==> src/rtl/banco_de_registradores_multiporta.sv <==
// -----------------------------------------------------------------------------
// banco_de_registradores_multiporta
//
// Multi-ported register file: two write ports, two combinational read ports,
// optional hardwired-zero register 0, optional same-cycle write forwarding and
// a sequential clear engine that zeroes one register per cycle.
//
// Parameters
//   DATA_W   register width in bits
//   ADDR_W   address width, DEPTH = 2**ADDR_W registers
//   ZERO_REG 1: register 0 reads as zero and ignores writes
//   BYPASS   1: a committing write is visible on a matching read port in the
//               same cycle (port 1 has priority over port 0)
//
// Ports
//   clock       rising-edge clock
//   reset       synchronous, active-high reset (clears every register)
//   we0/wa0/wd0 write port 0 enable / address / data
//   we1/wa1/wd1 write port 1 enable / address / data (wins on address clash)
//   ra0/ra1     read addresses
//   rd0/rd1     combinational read data
//   clear_req   start a sweep that zeroes all registers (only honoured in IDLE)
//   clear_busy  high while the sweep is running; port writes are dropped then
//   clear_done  one-cycle pulse after the last register has been cleared
// -----------------------------------------------------------------------------
module banco_de_registradores_multiporta #(
    parameter int unsigned DATA_W   = 32'd32,
    parameter int unsigned ADDR_W   = 32'd5,
    parameter int unsigned ZERO_REG = 32'd1,
    parameter int unsigned BYPASS   = 32'd1
) (
    input  logic              clock,
    input  logic              reset,
    input  logic              we0,
    input  logic [ADDR_W-1:0] wa0,
    input  logic [DATA_W-1:0] wd0,
    input  logic              we1,
    input  logic [ADDR_W-1:0] wa1,
    input  logic [DATA_W-1:0] wd1,
    input  logic [ADDR_W-1:0] ra0,
    input  logic [ADDR_W-1:0] ra1,
    output logic [DATA_W-1:0] rd0,
    output logic [DATA_W-1:0] rd1,
    input  logic              clear_req,
    output logic              clear_busy,
    output logic              clear_done
);

    localparam int unsigned DEPTH = 32'd1 << ADDR_W;
    localparam logic ZERO_EN   = (ZERO_REG != 32'd0);
    localparam logic BYPASS_EN = (BYPASS != 32'd0);

    localparam logic [ADDR_W-1:0] ADDR_ZERO = {ADDR_W{1'b0}};
    localparam logic [DATA_W-1:0] DATA_ZERO = {DATA_W{1'b0}};
    // idx carries one extra bit so the last-index compare never wraps.
    localparam logic [ADDR_W:0]   IDX_ZERO  = {(ADDR_W+1){1'b0}};
    localparam logic [ADDR_W:0]   IDX_ONE   = {{ADDR_W{1'b0}}, 1'b1};
    localparam logic [ADDR_W:0]   IDX_LAST  = {1'b0, {ADDR_W{1'b1}}};

    typedef enum logic [1:0] {
        ST_IDLE  = 2'd0,
        ST_SWEEP = 2'd1,
        ST_DONE  = 2'd2
    } sweep_state_t;

    sweep_state_t      state_r, state_s;
    logic [ADDR_W:0]   idx_r, idx_s;
    logic              clear_busy_r, clear_done_r;
    logic              busy_s, done_s;

    logic [DATA_W-1:0] regs_r [DEPTH];

    logic              wr0_commit_s, wr1_commit_s;
    logic [DATA_W-1:0] rd0_s, rd1_s;

    // Read mux for one port: zero register first, then forwarded write
    // data (port 1 before port 0), otherwise the stored value.
    function automatic logic [DATA_W-1:0] read_mux(
        input logic [ADDR_W-1:0] ra,
        input logic [DATA_W-1:0] stored,
        input logic              c0,
        input logic [ADDR_W-1:0] a0,
        input logic [DATA_W-1:0] d0,
        input logic              c1,
        input logic [ADDR_W-1:0] a1,
        input logic [DATA_W-1:0] d1
    );
        logic [DATA_W-1:0] value;
        if (ZERO_EN && (ra == ADDR_ZERO)) begin
            value = DATA_ZERO;
        end else if (BYPASS_EN && c1 && (a1 == ra)) begin
            value = d1;
        end else if (BYPASS_EN && c0 && (a0 == ra)) begin
            value = d0;
        end else begin
            value = stored;
        end
        return value;
    endfunction

    // A write commits only outside reset and sweep, and never into a
    // hardwired-zero register; only committing writes are forwarded.
    assign wr0_commit_s = we0 & ~reset & ~clear_busy_r & ~(ZERO_EN & (wa0 == ADDR_ZERO));
    assign wr1_commit_s = we1 & ~reset & ~clear_busy_r & ~(ZERO_EN & (wa1 == ADDR_ZERO));

    // Combinational read data for both read ports.
    always_comb begin
        rd0_s = read_mux(ra0, regs_r[ra0], wr0_commit_s, wa0, wd0, wr1_commit_s, wa1, wd1);
        rd1_s = read_mux(ra1, regs_r[ra1], wr0_commit_s, wa0, wd0, wr1_commit_s, wa1, wd1);
    end

    assign rd0        = rd0_s;
    assign rd1        = rd1_s;
    assign clear_busy = clear_busy_r;
    assign clear_done = clear_done_r;

    // Sweep FSM next-state, index and registered-output decode.
    always_comb begin
        state_s = state_r;
        idx_s   = idx_r;
        case (state_r)
            ST_IDLE: begin
                if (clear_req) begin
                    state_s = ST_SWEEP;
                    idx_s   = IDX_ZERO;
                end else begin
                    state_s = ST_IDLE;
                end
            end
            ST_SWEEP: begin
                idx_s = idx_r + IDX_ONE;
                if (idx_r == IDX_LAST) begin
                    state_s = ST_DONE;
                end else begin
                    state_s = ST_SWEEP;
                end
            end
            ST_DONE: begin
                // A request here is dropped, not queued.
                state_s = ST_IDLE;
                idx_s   = IDX_ZERO;
            end
            default: begin
                state_s = ST_IDLE;
                idx_s   = IDX_ZERO;
            end
        endcase
        busy_s = (state_s == ST_SWEEP);
        done_s = (state_s == ST_DONE);
    end

    // Sweep FSM state, index and status outputs.
    always_ff @(posedge clock) begin
        if (reset) begin
            state_r      <= ST_IDLE;
            idx_r        <= IDX_ZERO;
            clear_busy_r <= 1'b0;
            clear_done_r <= 1'b0;
        end else begin
            state_r      <= state_s;
            idx_r        <= idx_s;
            clear_busy_r <= busy_s;
            clear_done_r <= done_s;
        end
    end

    // Register storage: reset and sweep clear dominate; port 1 beats port 0.
    always_ff @(posedge clock) begin
        for (int i = 0; i < int'(DEPTH); i++) begin
            if (reset) begin
                regs_r[i] <= DATA_ZERO;
            end else if ((state_r == ST_SWEEP) && (idx_r[ADDR_W-1:0] == ADDR_W'(i))) begin
                regs_r[i] <= DATA_ZERO;
            end else if (wr1_commit_s && (wa1 == ADDR_W'(i))) begin
                regs_r[i] <= wd1;
            end else if (wr0_commit_s && (wa0 == ADDR_W'(i))) begin
                regs_r[i] <= wd0;
            end else begin
                regs_r[i] <= regs_r[i];
            end
        end
    end

endmodule

==> config.mk <==
export PLATFORM = sky130hd
export DESIGN_NAME = banco_de_registradores_multiporta
export DESIGN_NICKNAME = d
export VERILOG_FILES = /design/src/rtl/banco_de_registradores_multiporta.sv
export SDC_FILE = /design/constraint.sdc
export NUM_CORES = 2
export LEC_CHECK = 0
export BUFFER_PORTS_ARGS = -buffer_cell sky130_fd_sc_hd__buf_2
export CAP_MARGIN = 30
export CORE_ASPECT_RATIO = 0.5
export CORE_MARGIN = 2
export CORE_UTILIZATION = 53
export DETAILED_ROUTE_END_ITERATION = 8
export PLACE_DENSITY = 0.7
export SYNTH_ARGS = -nofsm -noshare
export SYNTH_HDL_FRONTEND = slang
export SYNTH_SLANG_ARGS = --single-unit
==> constraint.sdc <==
create_clock -name clock -period 4 [get_ports clock]
set_clock_uncertainty 0.15 [all_clocks]
set_input_delay 0 -clock clock [delete_from_list [all_inputs] [get_ports clock]]
set_output_delay 0 -clock clock [all_outputs]
set_load 0.005 [all_outputs]
# Yosys cells after proc, flatten, opt, wreduce, memory -nomap -nowiden
# Memory sizes are Yosys's and may differ from the RTL's.
# Index checks and enable logic that the tools add are counted.
[word_totals] ram_bits=1024 ff_bits=10 mem_count=1 elab_cells=1101 input_bits=89
[memory_table] memory="regs_r" words=32 word_bits=32 rd=2 rd_ports_with_merged_regs=0 write_ports=32 line_no="71" source="logic [DATA_W-1:0] regs_r [DEPTH];"
[op_classes] muxes=685 n_reduce_logical=138 bitwise_logic=138 eq_ne=134 add_sub_neg=1
[ops] operator="2-to-1 mux 32 bit" n=134
[ops] operator="2-to-1 mux 1 bit" n=547
[ops] operator="== test 5 bit, second input constant" n=48
[ops] operator="OR 1 bit" n=128
[ops] operator="== test 5 x 4 -> 1 bit, second input constant" n=24
[ops] operator="logical AND 1 bit" n=100
[ops] operator="AND reduction 2 bit" n=32
[ops] operator="== test 5 x 3 -> 1 bit, second input constant" n=12
[ops] operator="inequality test 0 bit" n=32
[ops] operator="== test 5 x 2 -> 1 bit, second input constant" n=6
[ops] operator="zero test 5 bit" n=5
[ops] operator="== test 5 bit" n=4
[ops] operator="== test 5 x 1 -> 1 bit, second input constant" n=3
[ops] operator="one-hot mux 6 bit (2 select lines)" n=1
[ops] operator="adder 6 x 1 -> 6 bit, second input constant" n=1
[ops] operator="AND 1 bit" n=6
[ops] operator="== test 6 x 5 -> 1 bit, second input constant" n=1
[ops] operator="2-to-1 mux 6 bit" n=1
[ops] operator="== test 2 x 1 -> 1 bit, second input constant" n=2
[ops] operator="NOT 1 bit" n=4
[ops] operator="one-hot mux 2 bit (2 select lines)" n=1
[ops] operator="== test 2 bit, second input constant" n=1
[ops] operator="zero test 2 bit" n=1
[ops] operator="2-to-1 mux 2 bit" n=1
[ops] operator="inequality test 2 bit, second input constant" n=1

# Depth between registers and ports, before layout
[depth] word_depth=12 ltp_mapped=11 ltp_nobuf=8

# Worst setup path before layout
# OpenSTA, ideal clock, no wires.
[synth_path] kind="register to register" from="reg state_r[0]" to="mem regs_r[0][0] (netlist bit) (enable)" setup_slack_ps=-19 synth_period_minus_slack_ps=4019 arrival_ps=3403 stages_incl_launch_ff=6 path_buffers=2 required_ps=3384 cell_sequence="dfxtp_1 -> clkbuf_1 -> nor2b_1 -> clkbuf_1 -> nand3_1 -> o21ai_0"
[synth_lines] item="start, declared" line_no="66" source="sweep_state_t state_r, state_s;"
[synth_lines] item="start signal, assigned" line_no="160" source="state_r <= state_s;"
[synth_lines] item="end, declared" line_no="71"

# Worst setup path after layout
[layout_path] from="reg clear_busy_r, in the netlist clear_busy" to="out rd1[28]"
[layout_via] elab_chain_len=7
[layout_rtl] item="start, declared" line_no="68" source="logic clear_busy_r, clear_done_r;"
[layout_rtl] item="start signal, assigned" line_no="162" source="clear_busy_r <= busy_s;"
[layout_rtl] item="NOT 1 bit (*)" line_no="103, 104"
[layout_rtl] item="AND 1 bit (2 in a row)" line_no="103" source="assign wr0_commit_s = we0 & ~reset & ~clear_busy_r & ~(ZERO_EN & (wa0 == ADDR_ZERO));"
[layout_rtl] item="logical AND 1 bit" line_no="93" source="end else if (BYPASS_EN && c0 && (a0 == ra)) begin"
[layout_rtl] item="2-to-1 mux 32 bit" line_no="93"
[layout_rtl] item="2-to-1 mux 32 bit (*)" line_no="91" source="end else if (BYPASS_EN && c1 && (a1 == ra)) begin"
[layout_rtl] item="2-to-1 mux 32 bit (*)" line_no="89" source="if (ZERO_EN && (ra == ADDR_ZERO)) begin"
[layout_rtl] item="end, declared" line_no="43" source="output logic [DATA_W-1:0] rd1,"
# Mark *: on every way between the ends. The rest lies on a longest branch, timed or not.

==> out/qor.txt <==
Setup Crit Path Kind - flop to output port
Vias per std cell - 8.35
Post-Synthesis Cells - 4,152
Worst path max stage delay - 0.74 ns
Clock tree buffer depth - 3
Highest-delay cell along the critical path - or3_1
CTS Buf Count - 97
GRT Util Overall - 40.5%
RSZ-0062 raised after global routing - false
Post-Route WL - 241,000 um
GPL Wtd Cong - 0.951
Fin crit share - 101%
RR Startpoint - clear_busy$_SDFF_PP0_
Seq cells post-synth - 1,034
Worst Path Required - 3.85 ns
CORE AREA - 113,000 sq um
Worst EP arrival - 3.90 ns
EDFF count, synth - 1,024
Final Hold Viols - 0
Min-delay src - we1
Reg area - 30,900 sq um
CTS HTree Levels - 3
Post-synthesis sequential area ratio - 50.9%
Mapped Avg Cell Area - 14.6 sq um
Io pins - 155
Setup violators final - 4
Hpwl dp - 147,000 um
CTS tree - done
Worst Setup End Kind - output port
Top FF cell, synth - edfxtp_1
Crit path launch type - flop
Failing checks - negative setup slack
GRT overflow - 0
Fin cells - 5,709
Slew margin rel. - 34.2%
Die Height - 243 um
Hold path depth - 5
Root buf cell - clkbuf_16
Port bufs - 154
FF-to-FF setup slack - 0.20 ns
Worst slew pin tran - 0.977 ns
Area of the multi-input gates - 27,700 sq um
Reg2reg end - regs_r[4][1]$_DFFE_PP_
Worst Hold Path EP - regs_r[12][10]$_DFFE_PP_
Initial Utilization - 53.7%
Cell area after synthesis - 60,800 sq um
Max-slew violation count - 0
Final worst path period need - 4.05 ns
Router iterations before antenna repair - 9
DR vias - 47,647
Final WS setup - -0.0524 ns
Worst vdd ir - 338 uV
Die X-Extent - 483 um
Reg clk slew, reported paths - 0.07 ns
Routed wire length per instance - 42.2 um
Worst Hold Slack - 0.0765 ns
Tightest Hold Check Type - primary input to flop
Power Density - 382 nW/um^2
Initial antenna violation count - 12
CTS sink count - 1,034
Total die area - 118,000 sq um
Post-CTS setup buffers - 0
Initial drt markers - 9,727
Post-DRT Antenna Nets - 0
Layout net count - 4,202
FF-to-FF path depth - 7
Largest net degree at the start of global routing - 73
Fraction of registers with async set or reset after synthesis - 0%
First-pass GRT wire length - 336,000 um
Synth warn - 0
Max_cap viols - 0
Crit-path max FO - 8
CP cell instances - nor3b_1 -> o41a_1 -> and4_2 -> or3_1 -> o21ai_1 -> buf_2
Clock Latency Late Sink - 0.73 ns
Post-synth cell types - 70
Outcome - finished with violations
DRC - 0
Synth-to-layout area growth - 11.5%
Share of cells above drive strength 1 - 28.7%
Fmax - 0.247 GHz
Leakage - 0.0240 uW
Vias in the first global route - 45,644
FP Rows - 87
Fill count - 8,417
Placed cell count - 5,423
## per-layer routing
metal	vias up	part of all wire [%]	GRT usage (%)
met3	996	20	18.3
li1	17361	-	-
met5	-	0.016	0.286
met1	23862	34	55.5
met4	6	6.5	21.2
met2	5422	40	53.8
## cell type report
type,count,area share (%)
tap,1513,2.79
inverter,30,0.170
antenna,11,0.0406
timing repair buffer,482,5.74
clock inverter,65,0.903
sequential,1034,45.7
clock buffer,112,3.76
multi-input combinational,2462,40.9
## registers in the layout, indices dropped and copies added, names as in the netlist
| signal | cells |
|---|---|
| clear_busy | 1 |
| clear_done | 1 |
| idx_r | 6 |
| regs_r | 1024 |
| state_r | 2 |
## kinds of logic (layout without fill, tap and decap cells)
logic type / count (synthesis) / after routing / share of synthesized area [%]
compound gates: 1331 / 1331 / 18.4
fa+ha+maj: 6 / 6 / 0.124
flops: 1034 / 1034 / 50.9
simple gates: 430 / 430 / 3.44
xor+xnor: 20 / 20 / 0.288
mux: 643 / 643 / 22.0
other cells: 1 / 43 / 0.00617
buf+inv: 687 / 689 / 4.85
## report_power, final
group / leakage, uW / internal, uW / switching (uW)
Sequential: 0.0107 / 12300 / 225
Combinational: 0.0118 / 1380 / 2300
Clock: 0.00155 / 5220 / 4420
## synth_stat cells, drive strengths merged (3+ instances only)
cell	instances	share of area, %
and3	9	0.093
nand4	3	0.031
a22oi	47	0.58
a211o	17	0.24
nor3b	4	0.058
inv	28	0.17
a211oi	13	0.16
and2	9	0.093
nor2b	24	0.25
a221o	18	0.30
o31ai	14	0.17
nor4	6	0.097
xnor2	3	0.043
or2	7	0.072
mux4	553	20
mux2	4	0.074
a22o	998	14
nand2	81	0.50
xor2	17	0.24
buf	256	2.2
nand2b	15	0.15
edfxtp	1024	51
o21bai	26	0.32
o211ai	17	0.21
a21o	15	0.19
a311o	3	0.049
dfxtp	10	0.33
o21ai	24	0.20
nand3	38	0.32
o22ai	23	0.24
o32ai	22	0.42
ha	6	0.12
o221ai	8	0.12
a31oi	5	0.051
clkbuf	401	2.5
or3	5	0.051
mux2i	86	1.4
nor2	137	0.85
nor3	85	0.75
a21oi	68	0.56
## how the worst max path moves through the flow
stage	start	end	slack [ns]	cells after the start
finish	clear_busy$_SDFF_PP0_	rd1[28]	-0.05	6
global route	clear_busy$_SDFF_PP0_	rd1[29]	0.03	8
CTS	clear_busy$_SDFF_PP0_	rd0[30]	0.05	7
detailed placement	ra0[1]	rd0[30]	0.81	8
global placement	ra0[1]	rd0[30]	0.79	8
floorplan	clear_busy$_SDFF_PP0_	regs_r[16][0]$_SDFFCE_PN0P_	0.06	4
## placed cells by master (no fill, tap or decap), drive strengths merged, types with 26 or more instances in the layout
cell type / synthesis / routed
conb: 1 / 32
a21oi: 68 / 68
mux4: 553 / 553
nand3: 38 / 38
edfxtp: 1024 / 1024
nor2: 137 / 137
buf: 256 / 383
a22o: 998 / 998
o21bai: 26 / 26
clkinv: 2 / 53
dlygate4sd3: 0 / 98
nor3: 85 / 85
clkbuf: 401 / 113
mux2i: 86 / 86
a22oi: 47 / 47
nand2: 81 / 81
inv: 28 / 31
## timing repair
| item | in CTS | in global routing |
|---|---|---|
| endpoints found under the hold margin | 1006 | 0 |
| gates resized for setup | 0 | 3 |
| setup endpoints to repair | 0 | 9 |
| hold buffers | 98 | 0 |
## through the flow
step                util (%)  total power, uW  cell area [sq um]  TNS, ns  setup WS, ns
finish                  59.8            25900              67700   -0.159       -0.0524
detailed placement      56.1            16200              63600        0         0.808
floorplan                  -            14800              60900        0        0.0578
CTS                     59.8            25600              67700        0        0.0478
global route            59.8            26300              67700        0        0.0319
global placement        56.1            16100              63500        0         0.787
## critical path, delay by kind of cell, from the launching register on
family                 cells  cell delay, ns
AOI/OAI and AO/OA          2            0.93
buffers and inverters      1            0.25
DFF                        1            0.36
and+or+nand+nor            3            1.64
No activity file was read; power rests on OpenSTA's default activity.
